[src/rtl/fifo_pkg.sv]
// Shared definitions for the FIFO-side blocks.
//   DEF_DATA_WIDTH : default width of every FIFO word
//   DEF_NUM_PORTS  : default number of input FIFOs drained by the arbiter
//   DEF_CNT_WIDTH  : default width of each per-port grant counter
//   word_t         : one FIFO word at the default width
//   arb_state_e    : arbiter activity state
package fifo_pkg;

  localparam int DEF_DATA_WIDTH = 10;
  localparam int DEF_NUM_PORTS  = 4;
  localparam int DEF_CNT_WIDTH  = 8;

  typedef logic [DEF_DATA_WIDTH-1:0] word_t;

  typedef enum logic {
    ST_IDLE   = 1'b0,
    ST_ACTIVE = 1'b1
  } arb_state_e;

endpackage

[src/rtl/fifo_rr_arbiter_rr_pick.sv]
// Combinational round-robin priority encoder.
//   req : request vector, one bit per port
//   ptr : last granted port; the search starts at ptr+1 and wraps modulo N
//   gnt : one-hot grant (all zero when nothing requests)
//   idx : binary index of the granted port
//   any : high when some port was granted
module rr_pick
  import fifo_pkg::*;
#(
  parameter  int N  = DEF_NUM_PORTS,
  localparam int IW = $clog2(N)
) (
  input  logic [N-1:0]  req,
  input  logic [IW-1:0] ptr,
  output logic [N-1:0]  gnt,
  output logic [IW-1:0] idx,
  output logic          any
);

  always_comb begin : pick
    int            cand;
    logic [IW-1:0] cand_idx;
    // NOTE: every output gets a default before the loop, so no path leaves
    // a value held over from the previous evaluation (no latch).
    gnt      = '0;
    idx      = '0;
    any      = 1'b0;
    cand     = 0;
    cand_idx = '0;
    // Offsets 1..N visit every port exactly once, the pointer's own port last.
    for (int k = 1; k <= N; k++) begin
      cand     = (int'(ptr) + k) % N;
      cand_idx = IW'(cand);
      if (!any && req[cand_idx]) begin
        any           = 1'b1;
        idx           = cand_idx;
        gnt[cand_idx] = 1'b1;
      end
    end
  end

endmodule

[src/rtl/fifo_rr_arbiter.sv]
// Drains NUM_PORTS input FIFOs with a fair round-robin pop schedule and
// forwards each word into one output FIFO.
//   clk             : system clock, all state on the rising edge
//   reset           : asynchronous, active-low; clears all state
//   in_empty        : empty flag of each input FIFO
//   in_data         : head word of each input FIFO, port i at [i*DATA_WIDTH +: DATA_WIDTH]
//   pop             : one-hot registered read strobe to the input FIFOs
//   out_almost_full : almost-full flag of the output FIFO; blocks new pops
//   push            : registered write strobe to the output FIFO
//   data_out        : registered word written to the output FIFO
//   idle            : registered; no input has data and nothing is in flight
//   grant_cnt       : words forwarded per port, wrapping counters
// Pipeline: pop is registered at edge N, the word for that pop is taken from
// in_data at edge N+1, and push/data_out are valid in the following cycle.
module fifo_rr_arbiter
  import fifo_pkg::*;
#(
  parameter int DATA_WIDTH = DEF_DATA_WIDTH,
  parameter int NUM_PORTS  = DEF_NUM_PORTS,
  parameter int CNT_WIDTH  = DEF_CNT_WIDTH
) (
  input  logic                            clk,
  input  logic                            reset,
  input  logic [NUM_PORTS-1:0]            in_empty,
  input  logic [NUM_PORTS*DATA_WIDTH-1:0] in_data,
  output logic [NUM_PORTS-1:0]            pop,
  input  logic                            out_almost_full,
  output logic                            push,
  output logic [DATA_WIDTH-1:0]           data_out,
  output logic                            idle,
  output logic [NUM_PORTS*CNT_WIDTH-1:0]  grant_cnt
);

  localparam int PW = $clog2(NUM_PORTS);

  logic [PW-1:0]         ptr;
  logic [PW-1:0]         sel_q;
  logic [NUM_PORTS-1:0]  req;
  logic [NUM_PORTS-1:0]  pick_gnt;
  logic [PW-1:0]         pick_idx;
  logic                  pick_any;
  logic [DATA_WIDTH-1:0] words [NUM_PORTS];
  logic [CNT_WIDTH-1:0]  cnt   [NUM_PORTS];
  arb_state_e            state;

  // Almost-full masks every request; the words already popped still drain
  // because the threshold leaves room for the two in-flight stages.
  assign req = out_almost_full ? '0 : ~in_empty;

  for (genvar i = 0; i < NUM_PORTS; i++) begin : g_port
    assign words[i]                            = in_data[i*DATA_WIDTH +: DATA_WIDTH];
    assign grant_cnt[i*CNT_WIDTH +: CNT_WIDTH] = cnt[i];
  end

  rr_pick #(.N(NUM_PORTS)) u_pick (
    .req (req),
    .ptr (ptr),
    .gnt (pick_gnt),
    .idx (pick_idx),
    .any (pick_any)
  );

  // NOTE: sequential state uses non-blocking assignments only, so every
  // right-hand side sees the pre-edge value (push <= |pop uses the old pop).
  always_ff @(posedge clk or negedge reset) begin
    if (!reset) begin
      // NOTE: the counter array is a handful of flops, not a RAM, so it is
      // cleared here along with everything else.
      pop      <= '0;
      sel_q    <= '0;
      ptr      <= PW'(NUM_PORTS - 1);
      push     <= 1'b0;
      data_out <= '0;
      state    <= ST_IDLE;
      idle     <= 1'b1;
      for (int i = 0; i < NUM_PORTS; i++) cnt[i] <= '0;
    end else begin
      // Stage 0/1: pop and its source index are registered together.
      pop   <= pick_gnt;
      sel_q <= pick_idx;
      if (pick_any) ptr <= pick_idx;

      // Stage 2: the popped word is on in_data while pop is high.
      push <= |pop;
      if (|pop) begin
        data_out   <= words[sel_q];
        cnt[sel_q] <= cnt[sel_q] + 1'b1;
      end

      case (state)
        ST_IDLE: begin
          if (!(&in_empty)) begin
            state <= ST_ACTIVE;
            idle  <= 1'b0;
          end
        end
        ST_ACTIVE: begin
          // pop and push are the two in-flight stages.
          if ((&in_empty) && !pick_any && !(|pop) && !push) begin
            state <= ST_IDLE;
            idle  <= 1'b1;
          end
        end
        default: begin
          state <= ST_IDLE;
          idle  <= 1'b1;
        end
      endcase
    end
  end

endmodule

[config.mk]
export PLATFORM = sky130hd
export DESIGN_NAME = fifo_rr_arbiter
export DESIGN_NICKNAME = d
export VERILOG_FILES = /design/src/rtl/fifo_pkg.sv /design/src/rtl/fifo_rr_arbiter_rr_pick.sv /design/src/rtl/fifo_rr_arbiter.sv
export SDC_FILE = /design/constraint.sdc
export NUM_CORES = 1
export LEC_CHECK = 0
export BUFFER_PORTS_ARGS = -buffer_cell sky130_fd_sc_hd__buf_4
export CAP_MARGIN = 20
export CORE_AREA = 8 8 89 91
export CTS_BUF_LIST = sky130_fd_sc_hd__clkbuf_16
export CTS_CLUSTER_SIZE = 8
export DETAILED_ROUTE_END_ITERATION = 12
export DIE_AREA = 0 0 97 99
export PLACE_DENSITY = 0.8
export SETUP_SLACK_MARGIN = 0.15
export SLEW_MARGIN = 40
export SYNTH_ARGS = -nofsm -noshare
export SYNTH_HDL_FRONTEND = slang
export SYNTH_SLANG_ARGS = --single-unit
[constraint.sdc]
create_clock -name clk -period 2.8 [get_ports clk]
set_input_delay 0.28 -clock clk [delete_from_list [all_inputs] [get_ports clk]]
set_output_delay 0.28 -clock clk [all_outputs]
set_load 0.02 [all_outputs]
==> summary.txt, run 1 <==
Status - finished clean
Fmax - 0.439 GHz
Gr usage total - 15.5%
Ys async rst share - 100%
Seq/Total Area, Yosys - 46.9%
Area Growth Syn to Fin - 34.6%
Fin. Hold Viols - 0
Initial Util - 43.1%
Core Rows - 30
DR pass1 iterations - 4
Post-cts resize count - 0
Synth Cell Area - 2830 sq um
Cell breakdown of the critical path - inv_1 -> ha_1 -> nor3_1 -> a221oi_2 -> a22o_1 -> a221o_1
Slew margin rel. - 56.6%
Clock net sink count - 53
Clock transition at the registers of the reported paths - 0.07 ns
MaxCap Viol Count - 0
DRC - 0
Worst Max-Slew Pin Slew - 0.650 ns
Routed wire length - 7510 um
Seq cells post-synth - 53
Antenna viol nets, final - 0
DIE AREA - 9600 sq um
CP startpoint kind - register
CTS H-tree lvls - 2
Non-filler cells, final - 430
Final Max Slew Viols - 0
Post-Synthesis Cells - 255
Fin Hold WS - 0.0148 ns
Leak - 1.83 nW
Tmin final - 2.28 ns
First-pass GRT wire length - 12300 um
Pwr dens - 1310 nW/um^2
Synth cell types - 41
Avg Inst Size Synth - 11.1 sq um
YS warnings - 0
CP Capture Type - register
WL/cell - 17.5 um
Final Power - 4.98 mW
Antenna Cells - 0
Vias in the first global route - 2421
Gpl congestion - 0.824
CTS Buf Count - 5
Hold crit path type - input pin to asynchronous set/reset pin
Crit Path Class - register to register
Vias post-DR - 2313
Setup-failing EPs final - 0
Net Count, Synth - 311
Worst-skew pair later-pin latency - 0.29 ns
Post-synth EDFFs - 0
GRT overflow - 0
Core Area - 6570 sq um
TNS Setup - 0 ns
Clock Skew - 0.00787 ns
Setup Buffers After CTS - 0
Vias per inst - 5.38
Final #Nets - 405
DRT iter0 DRCs - 72
Placed insts - 422
Root Driver - clkbuf_16
Worst Path Arrival - 2.45 ns
Main flop type after synthesis - dfrtp_1
Die Span X - 97 um
Ports - 95
Share of cells above drive strength 1 - 39.4%
CP required - 2.97 ns
PortBufs - 94
Largest stage delay on the critical path - 0.70 ns
DP Wirelength - 5780 um
Final Core Density - 58.1%
Hold_buf cts - 0
CTS Buffer Depth - 2
Critical Path Slowest Stage Cell - dfstp_2
Chip Height - 99 um
CTS tree - yes
Largest net degree at the start of global routing - 54
VDD IR max - 674 uV
RSZ-0062 raised after global routing - no
Initial antenna violation count - 0
Maximum fanout along the worst path - 13
Period Utilization, post-route - 81.4%
[state kept, by name (all words and copies together) (netlist names)]
name,flops
grant_cnt,32
sel_q,2
ptr,2
data_out,10
idle,1
push,1
state,1
pop,4
[cells in the final DEF, fill, tap and decap left out, types with 2 or more instances in the layout]
cell type	Yosys	layout
dfstp_2	3	3
o21ai_0	9	9
mux2_2	5	5
dfrtp_1	50	50
xnor2_1	4	4
a22o_1	4	4
inv_1	6	6
nand2_1	43	43
a21oi_1	21	21
xor2_1	4	4
mux2i_1	3	3
nor4b_1	2	2
xnor2_2	2	2
clkbuf_16	0	5
ha_1	9	9
mux4_1	4	4
buf_4	0	99
mux4_2	13	13
nand3_1	8	8
nand2b_4	2	2
a221o_1	4	4
nor2_1	28	28
[metrics by stage]
stage	worst slack, ns	area (sq um)
6_report	0.520	3810
5_1_grt	0.362	3810
4_1_cts	0.492	3810
3_5_place_dp	0.507	3640
3_3_place_gp	0.582	3640
2_1_floorplan	0.663	2830
[cells by family after synthesis]
| group | share of synthesized area (%) |
|---|---|
| simple gates | 15.1 |
| flops | 46.9 |
| compound gates | 10.5 |
| mux | 17.1 |
| buf+inv | 2.83 |
| xor+xnor | 3.62 |
| fa+ha+maj | 3.97 |
[metal layers]
metal | GRT usage (%) | share of wire, % | up-vias | wire length (um)
met3 | 4.20 | 5.7 | 8 | 426
met5 | 0 | 0 | - | 0
li1 | - | - | 1101 | -
met2 | 26.7 | 52 | 61 | 3880
met1 | 18.4 | 41 | 1143 | 3110
met4 | 4.73 | 1.4 | 0 | 102
[final timing paths]
path / cells past startpoint / start / slack [ns] / to
hold / removal: 1 / reset / 0.01 / data_out[2]$_DFFE_PN0P_
max in group asynchronous: 1 / reset / 2.36 / pop[1]$_DFF_PN0_
setup / recovery: 6 / ptr[0]$_DFFE_PN1P_ / 0.52 / pop[1]$_DFF_PN0_
min in group clk: 3 / out_almost_full / 0.34 / ptr[1]$_DFFE_PN1P_
hold reg to reg: 1 / grant_cnt[31]$_DFFE_PN0P_ / 0.47 / grant_cnt[31]$_DFFE_PN0P_
setup reg to reg: 6 / ptr[0]$_DFFE_PN1P_ / 0.52 / pop[1]$_DFF_PN0_
[Yosys cell counts, drive strengths merged, types with 4 or more instances]
cell type / n / share of area [%]
a21oi: 21 / 3.7
ha: 9 / 4.0
mux4: 17 / 14
xor2: 4 / 1.2
a221o: 4 / 1.4
clkbuf: 6 / 0.79
dfrtp: 50 / 44
a22o: 4 / 1.2
mux2: 5 / 2.0
nand3: 8 / 1.4
nor2: 28 / 3.7
o21ai: 9 / 1.6
buf: 6 / 1.2
xnor2: 6 / 2.4
nand2: 44 / 5.9
inv: 6 / 0.79
[where the power goes]
group          switching, mW  internal (mW)  total [mW]  leakage (nW)
combinational           1.54           1.24        2.78          1.12
clock                  0.278          0.423       0.701        0.0800
sequential             0.361           1.14        1.50         0.626
total                   2.18           2.80        4.98          1.83
[cell type report]
class,count,area (sq um)
clock buffer,5,125
clock inverter,3,46.3
fill,551,2760
inverter,6,22.5
multi-input combinational,184,1450
sequential,53,1330
tap,80,100
timing repair buffer,99,743
[worst max-delay path, delay by kind of cell, from the launching register on]
kind | cells | cell delay, ns
adder cells (fa/ha/maj) | 1 | 0.40
AO/OA/AOI/OAI | 3 | 0.59
AND/OR/NAND/NOR | 1 | 0.29
flip-flops | 1 | 0.70
buffers and inverters | 1 | 0.18
Power figures use the tool's default switching activity.
==> run 2: changes to the inputs <==
--- a/config.mk
+++ b/config.mk
@@ -12,7 +12,7 @@
 export CTS_CLUSTER_SIZE = 8
 export DETAILED_ROUTE_END_ITERATION = 12
 export DIE_AREA = 0 0 97 99
-export PLACE_DENSITY = 0.8
+export PLACE_DENSITY = 0.83
 export SETUP_SLACK_MARGIN = 0.15
 export SLEW_MARGIN = 40
 export SYNTH_ARGS = -nofsm -noshare
==> constraint.sdc (replaced) <==
create_clock -name clk -period 1.98 [get_ports clk]
set_input_delay 0.198 -clock clk [delete_from_list [all_inputs] [get_ports clk]]
set_output_delay 0.198 -clock clk [all_outputs]
set_load 0.02 [all_outputs]
==> run 2 against run 1 <==
  * Clock power rose by 39%
  * Register-to-register slack got worse by 0.51 ns
  * Global-route usage rose by 1.4 points
  * Power rose by 68%
  * Cell area rose by 11%
  * Worst hold slack improved by 0.24 ns
  * Final cell count rose by 5.1%
  * Critical path depth fell by 1
  * Critical path type unchanged
  * Combinational power rose by 94%
  * Sequential share of layout area fell by 3.4 points
==> summary.txt, run 2 (synthesis gave the netlist of run 1 again) <==
Status - finished clean
Maximum fanout along the worst path - 8
Filler cells - 495
GRT overflow - 0
Gr usage total - 17.0%
Gpl congestion - 0.904
Tmin final - 1.97 ns
Largest net degree at the start of global routing - 54
Area of the multi-input gates - 1680 sq um
First-pass GRT wire length - 13200 um
Min setup slack post-route - 0.0114 ns
Chip Height - 99 um
P_int - 4.67 mW
Buf+Inv Stages, Crit Path - 0
Ports - 95
Final Power - 8.39 mW
Vias per inst - 5.49
Antenna viol nets, final - 0
Root Driver - clkbuf_16
Worst Path Arrival - 2.13 ns
Largest delay share family, worst path - flip-flops
CTS tree - yes
Cell breakdown of the critical path - mux2_2 -> nor3_4 -> a221oi_4 -> a22o_1 -> a221o_1
RSZ-0062 raised after global routing - yes
Area Growth Syn to Fin - 48.9%
Core Rows - 30
Worst Max-Slew Pin Slew - 0.675 ns
Sw power - 3.72 mW
Hold crit path type - input pin to register
Initial Util - 43.1%
CTS H-tree lvls - 2
DR pass1 iterations - 4
CP startpoint kind - register
Clock power frac - 11.6%
Worst-skew pair later-pin latency - 0.29 ns
Slew margin rel. - 55.0%
CTS Buf Count - 5
VDD IR max - 1150 uV
Combinational cell fraction of total power - 64.1%
Antenna Cells - 0
DRC - 0
CP Capture Type - register
Core Area - 6570 sq um
Fmax - 0.508 GHz
Fin. Hold Viols - 0
DP Worst Slack - -0.00656 ns
Most frequent cells in the layout - buf_4 (119), dfrtp_1 (50), nand2_1 (42), nor2_1 (24), mux4_2 (15)
Leak - 1.98 nW
CP required - 2.14 ns
FF/Latch Area - 1330 sq um
Sw Share - 44.3%
Crit Path Class - register to register
Final #Nets - 427
Period Utilization, post-route - 99.4%
DIE AREA - 9600 sq um
Non-filler cells, final - 452
Pwr dens - 1990 nW/um^2
Flop pwr share - 24.2%
Placed insts - 436
Vias post-DR - 2480
DRT iter0 DRCs - 144
Most common cell after layout, fill and taps aside - buf_4
Clock Skew - 0.00540 ns
Final Max Slew Viols - 0
Clock net sink count - 53
DP Wirelength - 6220 um
MaxCap Viol Count - 0
Routed wire length - 8640 um
Setup-failing EPs final - 0
Clock transition at the registers of the reported paths - 0.07 ns
Vias in the first global route - 2551
Die Span X - 97 um
PortBufs - 94
Largest register FFs - 32
Initial antenna violation count - 0
Share of cells above drive strength 1 - 51.6%
WL/cell - 19.1 um
Critical Path Slowest Stage Cell - dfstp_2
CTS Buffer Depth - 2
Largest stage delay on the critical path - 0.65 ns
[run 2: cell count changes in the layout (fill, tap and decap cells not counted), moves of 3 or more]
cell and change:
nand3_1 -7, nor2_1 -4, a21oi_1 -9, xnor2_4 +3, o21ai_0 -3, o21ai_1 +3, a21oi_2 +9, xnor2_1 -3
buf_4 +20, nand3_2 +6, nor2_4 +3
[run 2: metal layers]
layer | vias to the layer above | GRT usage, % | wire length [um]
li1 | 1143 | - | -
met1 | 1230 | 19.6 | 3270
met2 | 94 | 30.0 | 4680
met3 | 13 | 4.48 | 554
met4 | 0 | 4.97 | 137
met5 | - | 0 | 0
[run 2: per-stage QoR]
step / setup TNS (ns) / utilization, % / hold slack, ns / instance area [sq um]
after detailed placement: -0.00656 / 57.7 / 0.279 / 3790
after floorplan: 0 / - / -0.0976 / 2880
after CTS: 0 / 61.8 / 0.247 / 4060
final: 0 / 64.2 / 0.252 / 4220
after global routing: -0.0774 / 64.2 / 0.264 / 4220
after global placement: 0 / 57.6 / 0.268 / 3790
[run 2: timing repair]
| action | 4_1_cts | 5_1_grt |
|---|---|---|
| setup buffers | 3 | 4 |
| gates resized for setup | 14 | 28 |
| hold buffers | 1 | 0 |
| setup endpoints to repair | 31 | 28 |
| endpoints found under the hold margin | 50 | 0 |
| pin swaps | 5 | 9 |
[run 2: worst min-delay path, cell delays in order]
cell and delay [ns]:
buf_4 0.13, nand2_1 0.05, nor2_1 0.06, o21ai_0 0.06
[run 2: final timing paths]
| check | start | end | slack, ns | cells after the start |
|---|---|---|---|---|
| setup / recovery | ptr[0]$_DFFE_PN1P_ | pop[1]$_DFF_PN0_ | 0.01 | 5 |
| hold / removal | in_empty[2] | state$_DFF_PN0_ | 0.25 | 4 |
| setup reg to reg | ptr[0]$_DFFE_PN1P_ | pop[1]$_DFF_PN0_ | 0.01 | 5 |
| hold reg to reg | data_out[8]$_DFFE_PN0P_ | data_out[8]$_DFFE_PN0P_ | 0.47 | 2 |
| max in group asynchronous | reset | state$_DFF_PN0_ | 1.01 | 2 |
| min in group asynchronous | reset | data_out[5]$_DFFE_PN0P_ | 0.49 | 2 |
[run 2: layout make-up]
type | instances | area share, %
Inverter | 6 | 0.534
Clock inverter | 3 | 0.889
Clock buffer | 5 | 2.96
Multi-Input combinational cell | 184 | 39.8
Tap cell | 80 | 2.37
Sequential cell | 53 | 31.5
Timing Repair Buffer | 121 | 21.9
[run 2: power groups by stage]
| stage | logic, mW | registers, mW | clock network, mW |
|---|---|---|---|
| after floorplan | 2.30 | 2.47 | 0 |
| after global placement | 4.28 | 2.00 | 0 |
| after detailed placement | 4.43 | 2.04 | 0 |
| after CTS | 4.74 | 2.02 | 0.979 |
| after global routing | 5.76 | 2.10 | 1.02 |
| final | 5.38 | 2.03 | 0.975 |
==> run 3: changes to the inputs <==
--- a/config.mk
+++ b/config.mk
@@ -12,7 +12,8 @@
 export CTS_CLUSTER_SIZE = 8
 export DETAILED_ROUTE_END_ITERATION = 12
 export DIE_AREA = 0 0 97 99
-export PLACE_DENSITY = 0.83
+export MAX_ROUTING_LAYER = met4
+export PLACE_DENSITY = 0.8
 export SETUP_SLACK_MARGIN = 0.15
 export SLEW_MARGIN = 40
 export SYNTH_ARGS = -nofsm -noshare
==> constraint.sdc (replaced) <==
create_clock -name clk -period 2.54 [get_ports clk]
set_input_delay 0.254 -clock clk [delete_from_list [all_inputs] [get_ports clk]]
set_output_delay 0.254 -clock clk [all_outputs]
set_load 0.02 [all_outputs]
==> run 3 against run 2 <==
  * The run now ends with negative hold slack left
  * First-iteration DRC count down 24%
  * Routed wire length fell by 12%
  * Die area is the same
  * Register-to-register slack gained 0.31 ns
  * Cell area is 9.8% lower
  * Final cell count fell by 4.2%
  * Worst hold slack lost 0.26 ns
  * Sequential power is 20% lower
  * Clock-buffer cell count stayed put
  * Critical endpoint is now pop[0]$_DFF_PN0_
==> summary.txt, run 3 (synthesis gave the netlist of run 1 again) <==
Most frequent cells in the layout - buf_4 (102), dfrtp_1 (50), nand2_1 (43), nor2_1 (28), a21oi_1 (21)
Core Rows - 30
Metal3 WL - 394 um
Leak - 1.84 nW
CP Capture Type - register
CP startpoint kind - register
Crit Path Class - register to register
CTS Buffer Depth - 2
Hold_buf cts - 0
Fmax - 0.452 GHz
Clock Skew - 0.00639 ns
Largest register FFs - 32
Final Core Density - 57.9%
Gr usage total - 16.5%
Non-filler cells, final - 433
Root Driver - clkbuf_16
Final #Nets - 408
Reg2Reg Depth - 6
Status - finished, violations left
RSZ-0062 raised after global routing - no
DP Wirelength - 5870 um
Min setup slack post-route - 0.326 ns
Met1 Wirelength - 3120 um
First-pass GRT wire length - 12700 um
Chip Height - 99 um
Violated checks - negative hold slack
MaxCap Viol Count - 0
Initial antenna violation count - 0
Post-cts resize count - 0
Antenna viol nets, final - 0
Vias in the first global route - 2516
Gpl congestion - 0.815
Final Max Slew Viols - 0
Setup-failing EPs final - 0
Routed wire length - 7570 um
Fin area - 3810 sq um
TNS Setup - 0 ns
PortBufs - 94
DP Worst Slack - 0.334 ns
Fin. Hold Viols - 4
CTS H-tree lvls - 2
Maximum fanout along the worst path - 13
CP required - 2.72 ns
DRT iter0 DRCs - 109
WL/cell - 17.5 um
VDD IR max - 1020 uV
Hold crit path type - input pin to asynchronous set/reset pin
Setup Buffers After CTS - 0
Vias per inst - 5.36
Slew margin rel. - 56.0%
Final Power - 5.42 mW
Share of cells above drive strength 1 - 39.9%
Die Span X - 97 um
Worst Max-Slew Pin Slew - 0.661 ns
DRC - 0
Most common cell after layout, fill and taps aside - buf_4
Placed insts - 425
Pwr dens - 1420 nW/um^2
Tmin final - 2.21 ns
DIE AREA - 9600 sq um
Dpl cell area - 3660 sq um
CTS tree - yes
Metal2 WL - 3970 um
GRT overflow - 0
Clock transition at the registers of the reported paths - 0.07 ns
Period Utilization, post-route - 87.2%
Fin Hold WS - -0.00514 ns
Worst-skew pair later-pin latency - 0.29 ns
Top layer in use - met4
Antenna Cells - 0
Area Growth Syn to Fin - 34.3%
Initial Util - 43.1%
Worst Path Arrival - 2.39 ns
Largest net degree at the start of global routing - 54
DR pass1 iterations - 4
Core Area - 6570 sq um
Vias post-DR - 2320
CTS Buf Count - 5
Ports - 95
Clock net sink count - 53
==> run 3: cell types whose count changed in the layout (fill, tap and decap cells not counted), moves of 3 or more <==
cell and delta:
buf_4 -17, a21oi_1 +9, nand3_2 -6, xnor2_4 -3, nand3_1 +7, nor2_1 +4
a21oi_2 -9, nor2_4 -3, xnor2_1 +3, o21ai_0 +3, o21ai_1 -3
==> run 3: critical path: stages, from the launching register on <==
cell,delay (ns)
dfstp_2,0.68
inv_1,0.16
ha_1,0.39
nor3_1,0.29
a221oi_2,0.12
a22o_1,0.20
a221o_1,0.26
==> run 3: path summary, 6_finish.rpt <==
| path | from | endpoint | slack [ns] |
|---|---|---|---|
| min | reset | data_out[2]$_DFFE_PN0P_ | -0.005 |
| max reg2reg | ptr[0]$_DFFE_PN1P_ | pop[0]$_DFF_PN0_ | 0.33 |
| min reg2reg | data_out[6]$_DFFE_PN0P_ | data_out[6]$_DFFE_PN0P_ | 0.47 |
| max in group asynchronous | reset | data_out[6]$_DFFE_PN0P_ | 2.11 |
| min in group clk | out_almost_full | ptr[1]$_DFFE_PN1P_ | 0.30 |
| max | ptr[0]$_DFFE_PN1P_ | pop[0]$_DFF_PN0_ | 0.33 |
==> run 3: cell type report <==
cell class,count,area [sq um]
fill,579,2760
clock buffer,5,125
multi-input combinational,184,1440
tap,80,100
clock inverter,3,22.5
sequential,53,1330
timing repair buffer,102,766
inverter,6,22.5
==> run 3: power breakdown <==
| part | switching [mW] | total (mW) | internal, mW |
|---|---|---|---|
| sequential | 0.365 | 1.62 | 1.25 |
| clock | 0.300 | 0.667 | 0.367 |
| combinational | 1.74 | 3.13 | 1.39 |
==> run 3: layer usage <==
metal  global-route usage, %  vias up
li1                        -     1109
met1                    18.7     1139
met2                    28.4       64
met3                    4.13        8
met4                    4.62        0
met5                       -        -
